<file path="src/rtl/wr_arria10_reconfig_master.sv">
// ---------------------------------------------------------------------------
// wr_arria10_reconfig_master
//
// Avalon-MM master for the Arria10 WR transceiver PHY dynamic-reconfiguration
// slave. It runs single-word read, write and read-modify-write commands from
// the WR core, honours waitrequest, aborts any access held longer than
// g_timeout cycles, and returns exactly one response per command.
//
// Optional feature (macro WR_A10_RECONFIG_VERIFY_EN): after every successful
// write (op 01 / op 10) the same address is read back. A readback mismatch
// returns err=1 with the readback value as data.
//
// Ports
//   clk_sys_i          PHY reconfig clock
//   rst_n_i            asynchronous active-low reset
//   cmd_valid_i/ready_o command handshake (one command outstanding)
//   cmd_op_i           00 read, 01 write, 10 read-modify-write, 11 illegal
//   cmd_addr_i         register address
//   cmd_data_i         write data
//   cmd_mask_i         RMW mask (1 = take cmd_data bit)
//   rsp_valid_o        one-cycle response strobe
//   rsp_data_o         read data, or final written word for write/RMW
//   rsp_err_o          timeout, illegal op or readback mismatch
//   avm_*              Avalon-MM master toward the PHY reconfig slave
// ---------------------------------------------------------------------------
module wr_arria10_reconfig_master #(
    parameter int g_addr_width = 10,
    parameter int g_timeout    = 1023
) (
    input  logic                    clk_sys_i,
    input  logic                    rst_n_i,
    input  logic                    cmd_valid_i,
    output logic                    cmd_ready_o,
    input  logic [1:0]              cmd_op_i,
    input  logic [g_addr_width-1:0] cmd_addr_i,
    input  logic [31:0]             cmd_data_i,
    input  logic [31:0]             cmd_mask_i,
    output logic                    rsp_valid_o,
    output logic [31:0]             rsp_data_o,
    output logic                    rsp_err_o,
    output logic [g_addr_width-1:0] avm_address_o,
    output logic                    avm_read_o,
    output logic                    avm_write_o,
    output logic [31:0]             avm_writedata_o,
    input  logic [31:0]             avm_readdata_i,
    input  logic                    avm_waitrequest_i
);

    localparam logic [1:0] OP_READ  = 2'b00;
    localparam logic [1:0] OP_WRITE = 2'b01;
    localparam logic [1:0] OP_RMW   = 2'b10;

    localparam logic [2:0] ST_IDLE = 3'd0;
    localparam logic [2:0] ST_RD   = 3'd1;
    localparam logic [2:0] ST_WR   = 3'd2;
    localparam logic [2:0] ST_RESP = 3'd3;
`ifdef WR_A10_RECONFIG_VERIFY_EN
    localparam logic [2:0] ST_VRD  = 3'd4;
`endif

    // Abort fires on the stalled cycle that would bring the count to g_timeout.
    localparam logic [15:0] TMO_LAST = 16'(g_timeout - 1);

    // Merge the current register word with the masked command data.
    function automatic logic [31:0] rmw_merge(input logic [31:0] old_word,
                                              input logic [31:0] new_bits,
                                              input logic [31:0] mask);
        return (old_word & ~mask) | (new_bits & mask);
    endfunction

    logic [2:0]              state_r;
    logic [1:0]              op_r;
    logic [g_addr_width-1:0] addr_r;
    logic [31:0]             data_r;
    logic [31:0]             mask_r;
    logic [31:0]             word_r;
    logic [15:0]             tmo_cnt_r;
    logic                    cmd_ready_r;
    logic                    rsp_valid_r;
    logic [31:0]             rsp_data_r;
    logic                    rsp_err_r;
    logic                    avm_read_r;
    logic                    avm_write_r;

    logic                    tmo_hit_s;
    logic [31:0]             merged_s;

    assign tmo_hit_s = (tmo_cnt_r == TMO_LAST);
    assign merged_s  = rmw_merge(avm_readdata_i, data_r, mask_r);

    assign cmd_ready_o     = cmd_ready_r;
    assign rsp_valid_o     = rsp_valid_r;
    assign rsp_data_o      = rsp_data_r;
    assign rsp_err_o       = rsp_err_r;
    assign avm_address_o   = addr_r;
    assign avm_read_o      = avm_read_r;
    assign avm_write_o     = avm_write_r;
    assign avm_writedata_o = word_r;

    // Command sequencer: accept, bus accesses with timeout, response strobe.
    always_ff @(posedge clk_sys_i or negedge rst_n_i) begin
        if (!rst_n_i) begin
            state_r     <= ST_IDLE;
            op_r        <= 2'b00;
            addr_r      <= '0;
            data_r      <= 32'h0000_0000;
            mask_r      <= 32'h0000_0000;
            word_r      <= 32'h0000_0000;
            tmo_cnt_r   <= 16'd0;
            cmd_ready_r <= 1'b1;
            rsp_valid_r <= 1'b0;
            rsp_data_r  <= 32'h0000_0000;
            rsp_err_r   <= 1'b0;
            avm_read_r  <= 1'b0;
            avm_write_r <= 1'b0;
        end else begin
            rsp_valid_r <= 1'b0;
            case (state_r)
                ST_IDLE: begin
                    if (cmd_valid_i && cmd_ready_r) begin
                        op_r        <= cmd_op_i;
                        addr_r      <= cmd_addr_i;
                        data_r      <= cmd_data_i;
                        mask_r      <= cmd_mask_i;
                        cmd_ready_r <= 1'b0;
                        tmo_cnt_r   <= 16'd0;
                        case (cmd_op_i)
                            OP_READ, OP_RMW: begin
                                state_r    <= ST_RD;
                                avm_read_r <= 1'b1;
                            end
                            OP_WRITE: begin
                                state_r     <= ST_WR;
                                word_r      <= cmd_data_i;
                                avm_write_r <= 1'b1;
                            end
                            default: begin
                                state_r     <= ST_RESP;
                                rsp_valid_r <= 1'b1;
                                rsp_err_r   <= 1'b1;
                                rsp_data_r  <= 32'h0000_0000;
                            end
                        endcase
                    end
                end

                ST_RD: begin
                    if (!avm_waitrequest_i) begin
                        avm_read_r <= 1'b0;
                        if (op_r == OP_RMW) begin
                            // Write is raised one cycle later by ST_WR, leaving a bus gap.
                            state_r   <= ST_WR;
                            word_r    <= merged_s;
                            tmo_cnt_r <= 16'd0;
                        end else begin
                            state_r     <= ST_RESP;
                            rsp_valid_r <= 1'b1;
                            rsp_err_r   <= 1'b0;
                            rsp_data_r  <= avm_readdata_i;
                        end
                    end else if (tmo_hit_s) begin
                        avm_read_r  <= 1'b0;
                        state_r     <= ST_RESP;
                        rsp_valid_r <= 1'b1;
                        rsp_err_r   <= 1'b1;
                        rsp_data_r  <= 32'h0000_0000;
                    end else begin
                        tmo_cnt_r <= tmo_cnt_r + 16'd1;
                    end
                end

                ST_WR: begin
                    if (!avm_write_r) begin
                        // Idle gap cycle after the RMW read.
                        avm_write_r <= 1'b1;
                    end else if (!avm_waitrequest_i) begin
                        avm_write_r <= 1'b0;
`ifdef WR_A10_RECONFIG_VERIFY_EN
                        state_r   <= ST_VRD;
                        tmo_cnt_r <= 16'd0;
`else
                        state_r     <= ST_RESP;
                        rsp_valid_r <= 1'b1;
                        rsp_err_r   <= 1'b0;
                        rsp_data_r  <= word_r;
`endif
                    end else if (tmo_hit_s) begin
                        avm_write_r <= 1'b0;
                        state_r     <= ST_RESP;
                        rsp_valid_r <= 1'b1;
                        rsp_err_r   <= 1'b1;
                        rsp_data_r  <= 32'h0000_0000;
                    end else begin
                        tmo_cnt_r <= tmo_cnt_r + 16'd1;
                    end
                end

`ifdef WR_A10_RECONFIG_VERIFY_EN
                ST_VRD: begin
                    if (!avm_read_r) begin
                        // Idle gap cycle after the write.
                        avm_read_r <= 1'b1;
                    end else if (!avm_waitrequest_i) begin
                        avm_read_r  <= 1'b0;
                        state_r     <= ST_RESP;
                        rsp_valid_r <= 1'b1;
                        if (avm_readdata_i != word_r) begin
                            rsp_err_r  <= 1'b1;
                            rsp_data_r <= avm_readdata_i;
                        end else begin
                            rsp_err_r  <= 1'b0;
                            rsp_data_r <= word_r;
                        end
                    end else if (tmo_hit_s) begin
                        avm_read_r  <= 1'b0;
                        state_r     <= ST_RESP;
                        rsp_valid_r <= 1'b1;
                        rsp_err_r   <= 1'b1;
                        rsp_data_r  <= 32'h0000_0000;
                    end else begin
                        tmo_cnt_r <= tmo_cnt_r + 16'd1;
                    end
                end
`endif

                ST_RESP: begin
                    state_r     <= ST_IDLE;
                    cmd_ready_r <= 1'b1;
                end

                default: begin
                    state_r     <= ST_IDLE;
                    cmd_ready_r <= 1'b1;
                    avm_read_r  <= 1'b0;
                    avm_write_r <= 1'b0;
                end
            endcase
        end
    end

endmodule

</file>
<file path="config.mk">
export PLATFORM = sky130hd
export DESIGN_NAME = wr_arria10_reconfig_master
export DESIGN_NICKNAME = d
export VERILOG_FILES = /design/src/rtl/wr_arria10_reconfig_master.sv
export SDC_FILE = /design/constraint.sdc
export NUM_CORES = 1
export LEC_CHECK = 0
export ABC_CLOCK_PERIOD_IN_PS = 2200
export CAP_MARGIN = 10
export CORE_UTILIZATION = 45
export DETAILED_ROUTE_END_ITERATION = 12
export HOLD_SLACK_MARGIN = 0.05
export PLACE_DENSITY = 0.73
export SYNTH_ARGS = -nofsm -noshare
export SYNTH_HDL_FRONTEND = slang
export SYNTH_SLANG_ARGS = --single-unit
</file>
<file path="constraint.sdc">
create_clock -name clk_sys_i -period 2.2 [get_ports clk_sys_i]
set_input_delay 0.33 -clock clk_sys_i [delete_from_list [all_inputs] [get_ports clk_sys_i]]
set_output_delay 0.33 -clock clk_sys_i [all_outputs]
set_load 0.005 [all_outputs]
</file>
; ---- Word-level counts from Yosys, hierarchy flattened
; Cells that the tools add are included.
[op_classes]
addsub = 1
n_eq_ne = 18
n_mux = 57
bitwise_logic = 7
reduce_logical = 18
[op_table]
columns = cell, n
row1 = $mux 32, 11
row2 = $mux 16, 6
row3 = $pmux 32 s3, 1
row4 = $and 32x32->32, 2
row5 = $pmux 32 s2, 1
row6 = $pmux 16 s3, 1
row7 = $not 32->32, 1
row8 = $or 32x32->32, 1
row9 = $mux 1, 25
row10 = $add 16x1->16 const B, 1
row11 = $eq 16x10->1 const B, 1
row12 = $mux 3, 5
row13 = $reduce_and 5->1, 3
row14 = $ne 2x2->1 const B, 6
row15 = $pmux 1 s3, 4
row16 = $ne 3x3->1 const B, 3
row17 = $pmux 3 s3, 1
row18 = $reduce_or 2->1, 4
row19 = $eq 3x2->1 const B, 2
row20 = $reduce_and 2->1, 3
row21 = $eq 2x2->1 const B, 2
row22 = $ne 2x1->1 const B, 2
row23 = $pmux 2 s2, 1
row24 = $reduce_and 4->1, 1
row25 = other kinds (11), 13
[word_totals]
register_bits = 164
inputBits = 112
output_inout_bits = 79
wordCells = 114

; ---- Depth between registers and ports, before layout
; Gate-level depths: netlist of run 1.
[logic_depth]
depth_word = 6
depth_mapped = 8

; ---- Least setup slack after synthesis of run 1
; No wires, ideal clock.
[synth_path]
path_type = reg-to-reg
startpoint = register tmo_cnt_r[0]
endpoint = register rsp_data_r[10] (netlist: rsp_data_o[10])
setup_time_ns = 0.121
t_arrival_ns = 2.146
t_required_ns = 2.079
setup_slack_ns = -0.067
path_stages_with_launch = 9
path_buffers = 2
period_less_slack_ns = 2.267
cell_sequence = dfrtp_1 > inv_1 > ha_1 > or4b_4 > or4_4 > buf_6 > buf_6 > a21o_1 > a22o_1
[synth_via]
elab_chain_cells = 5
[synth_rtl]
columns = element, line_no
row1 = "start, declared", 77  ; logic [15:0] tmo_cnt_r;
row2 = "start signal, assigned", 168  ; tmo_cnt_r <= tmo_cnt_r + 16'd1;
row3 = "start signal, assigned", 194  ; tmo_cnt_r <= tmo_cnt_r + 16'd1;
row4 = $eq 16x10->1 *, 88  ; assign tmo_hit_s = (tmo_cnt_r == TMO_LAST);
row5 = $mux 32 *, n/a
row6 = $mux 32 (2 in a row), n/a
row7 = $pmux 32 s3 *, n/a
row8 = "end signal, assigned", 159  ; rsp_data_r <= avm_readdata_i;
row9 = "end signal, assigned", 185  ; rsp_data_r <= word_r;
row10 = "end, declared", 80  ; logic [31:0] rsp_data_r;
; Every way passes the cells marked *; elsewhere a longest branch is shown, timed or not. The select of a mux whose other input is x is not followed.
; A chain may end at the register's enable or synchronous reset.

; ---- Final worst setup path of run 1
[layout_path]
startpoint = register tmo_cnt_r[0]
endpoint = register rsp_data_r[6] (netlist: rsp_data_o[6])
; The elaborated chain is that of the path after synthesis.

==> impl_results.md, run 1 <==
- Status: complete, but fails checks
- Failing checks: negative setup slack
- Deepest clock path buffer count: 2
- Die Ht: 134 µm
- Synthesized area: roughly 7900 µm²
- Routed Antenna Nets: 0
- Final worst slack: -0.0357 ns
- Buf/Inv on CP: 2
- Reg clk slew, reported paths: 0.07 ns
- Synth unique cells: 54
- Number of port buffers: 190
- Synthesis-stage register bit count: between 150 and 200
- Final min period: 2.24 ns
- Setup violators final: 29
- Reg2reg setup slack: -0.04 ns
- Crit-path max cell delay: 0.50 ns
- Yosys top cell area share: between 50% and 60%
- Critical path startpoint: tmo_cnt_r[0]
- Min-Delay Path Class: in -> async
- Die ar.: 18,000 µm²
- WL/cell: 17.3 µm
- Endpoints failing hold: 0
- Synth async-reset ratio: 100%
- R2r worst-path depth: 7
- Worst setup path class: reg -> reg
- Sequential fraction of the synthesis area: 52.3%
- Slew Limit Headroom: roughly 64%
- Worst r2r src: tmo_cnt_r[0]
- Avg Inst Size Synth: around 9 µm²
- Crit Reg-Reg Endpoint: rsp_data_o[6]
- Top delay family on crit path: simple AND/OR/NAND/NOR gates
- Leak Pwr: just over 0.005 µW
- Syn_nets: 971
- Row count: 47
- Max Slew Vio Count: 0
- Max VDD drop: around 0.62 mV
- Initial antenna violation count: 0
- Die width: 134 µm
- Initial drt markers: roughly 430
- Power Dens Cells: about 900 nW/µm²
- Max-cap viol count: 0
- Setup TNS: -0.305 ns
- Placer Congestion: 0.853
- First-pass GRT wire length: 35,900 µm
- Synth Flop Type: dfrtp_1
- Drt drc: 0
- Tcrit/Tclk final: 102%
- Initial Util: 46.7%
- Slowest-stage cell, CP: or4_4
- RSZ-0062 raised after global routing: yes
- GR Overflow Total: 0
- CP required: 2.52 ns
- Fin util: 65.7%
- TritonCTS clock tree: built
- Reg area: 4110 µm²
- Fill count: 1,397
- Most common cell after layout, fill and taps aside: nand2_1
- Root Buffer: clkbuf_16
- EDFF count, synth: 0
- Critical Path Start Type: flop
- DPL Wire Length: approximately 15,000 µm
- Arrival @ worst endpoint: 2.55 ns
- Share of post-route cells with drive strength above 1: 10.0%
- Commonest cells after routing, fill and taps aside: nand2_1 (298), clkdlybuf4s50_1 (189), dfrtp_1 (162)
- Htree depth: 4
- CTS sink count: 164
- Layout area overhead: 40.6%
- Top post-synthesis cells by area: dfrtp_1 (52%), nand2_1 (14%), o21ai_0 (5.0%)
- Via count: 7,107
- Aggregate global-route resource usage: 25.6%
- Final WL: 22,500 µm
- Drt first pass iters: 5
- Hold_ws: 0.387 ns
- # diodes: 0
- Largest net degree at the start of global routing: 98
- YS warnings: 0
- Worst-path cell chain: inv_2 -> ha_1 -> or4b_4 -> or4_4 -> buf_12 -> a21o_1 -> a22o_1
- Worst Setup End Kind: flop
- Cts bufs inserted: 17
- IO Pins: 191
- Clock Skew: 0.00791 ns
- Tightest Pin Transition: 0.540 ns
- Biggest area consumer among synthesized cells: dfrtp_1
- Core Box Area: 16,800 µm²
- Vias in the first global route: 6,904
- Multi-input combinational cell area: 3610 µm²
- Post-layout net count: 1,176
- Vias per inst: 5.49
- Clk_lat worst skew: 0.43 ns
- Synthesized instance count: between 800 and 900
- FMAX: roughly 450 MHz
- Critical-path maximum fanout: 20
[report_power, final]
group	total [µW]	switching, µW	internal, µW
Sequential	4230	509	3720
Clock	3240	1290	1950
Combinational	2450	1050	1400
Total	9920	2850	7070
[metal layers]
| layer | track usage (%) | vias to the layer above | wire length [µm] |
|---|---|---|---|
| li1 | - | 3404 | - |
| met1 | 34.7 | 3424 | 9770 |
| met2 | 40.4 | 244 | 10700 |
| met3 | 5.74 | 35 | 1470 |
| met4 | 9.24 | 0 | 474 |
| met5 | 0 | - | 0 |
[flip-flops by register name, indices dropped and copies added (netlist names), 2 cells and up]
name             cells
avm_writedata_o     32
data_r              32
mask_r              32
rsp_data_o          32
tmo_cnt_r           16
avm_address_o       10
state_r              3
op_r                 2
[layout make-up]
cell class,count,share of cell area (%)
clock buffer,19,4.01
clock inverter,13,1.78
inverter,4,0.136
multi-input combinational,634,32.7
sequential,164,37.2
tap,220,2.49
timing repair buffer,241,21.7
[through the flow]
| step | instance area [µm²] | setup slack [ns] | power (µW) | cells |
|---|---|---|---|---|
| 3_3_place_gp | 10300 | -0.0201 | 6580 | 1258 |
| 3_5_place_dp | 10300 | -0.0729 | 6660 | 1258 |
| 4_1_cts | 11000 | -0.0413 | 9950 | 1293 |
| 2_1_floorplan | 7860 | 0.0482 | 5230 | 857 |
| 6_report | 11000 | -0.0357 | 9920 | 1295 |
| 5_1_grt | 11000 | -0.0771 | 10400 | 1295 |
[synth_stat cells (2+ instances only)]
cell / n
a21o_1: 35
a21oi_1: 23
a221o_1: 31
a22o_1: 34
a311oi_1: 4
and3_1: 4
buf_1: 5
buf_2: 6
buf_6: 4
clkbuf_1: 41
dfrtp_1: 163
ha_1: 2
inv_1: 4
mux2i_1: 32
nand2_1: 299
nand2b_1: 4
nand3_1: 9
nand4_1: 4
nor2_1: 19
nor2b_1: 3
nor3_1: 6
nor3b_1: 2
o21a_1: 2
o21ai_0: 79
o41ai_1: 2
or2_2: 2
or3_1: 10
or4_4: 2
[logic make-up (layout without fill, tap and decap cells)]
group	after synthesis	after routing	share of synthesized area [%]
compound gates	222	223	19.7
xor+xnor	1	1	0.112
fa+ha+maj	2	2	0.318
buf+inv	61	277	3.44
flops	164	164	52.3
mux	33	33	4.22
other cells	1	1	0.0477
simple gates	373	374	19.9
[worst max-delay path by stage]
stage,to,slack [ns],depth (start not counted)
after floorplan,rsp_data_o[10],0.05,8
after global placement,tmo_cnt_r[7],-0.02,7
after detailed placement,tmo_cnt_r[7],-0.07,7
after CTS,rsp_data_o[6],-0.04,7
after global routing,rsp_data_o[25],-0.08,7
final,rsp_data_o[6],-0.04,7
[what timing repair did]
item | in CTS | in global routing
hold endpoints to repair | 39 | 0
buffers inserted | 1 | 1
hold buffers | 1 | 0
endpoints found under the setup margin | 42 | 48
pin swaps | 1 | 6
resized for setup | 3 | 16
gates cloned | 1 | 1
Note: power is estimated with default switching activity, not from simulation.
==> inputs of run 2 (changes only) <==
--- a/config.mk
+++ b/config.mk
@@ -8,3 +8,2 @@
 export ABC_CLOCK_PERIOD_IN_PS = 2200
-export CAP_MARGIN = 10
 export CORE_UTILIZATION = 45
--- a/constraint.sdc
+++ b/constraint.sdc
@@ -3,2 +3,2 @@
 set_output_delay 0.33 -clock clk_sys_i [all_outputs]
-set_load 0.005 [all_outputs]
+set_load 0.01 [all_outputs]
==> results of run 2 <==
Same layout as run 1 (identical final DEF). Status: complete, but fails checks: negative setup slack.
Among the figures that moved: total power 9920 µW -> 10100 µW
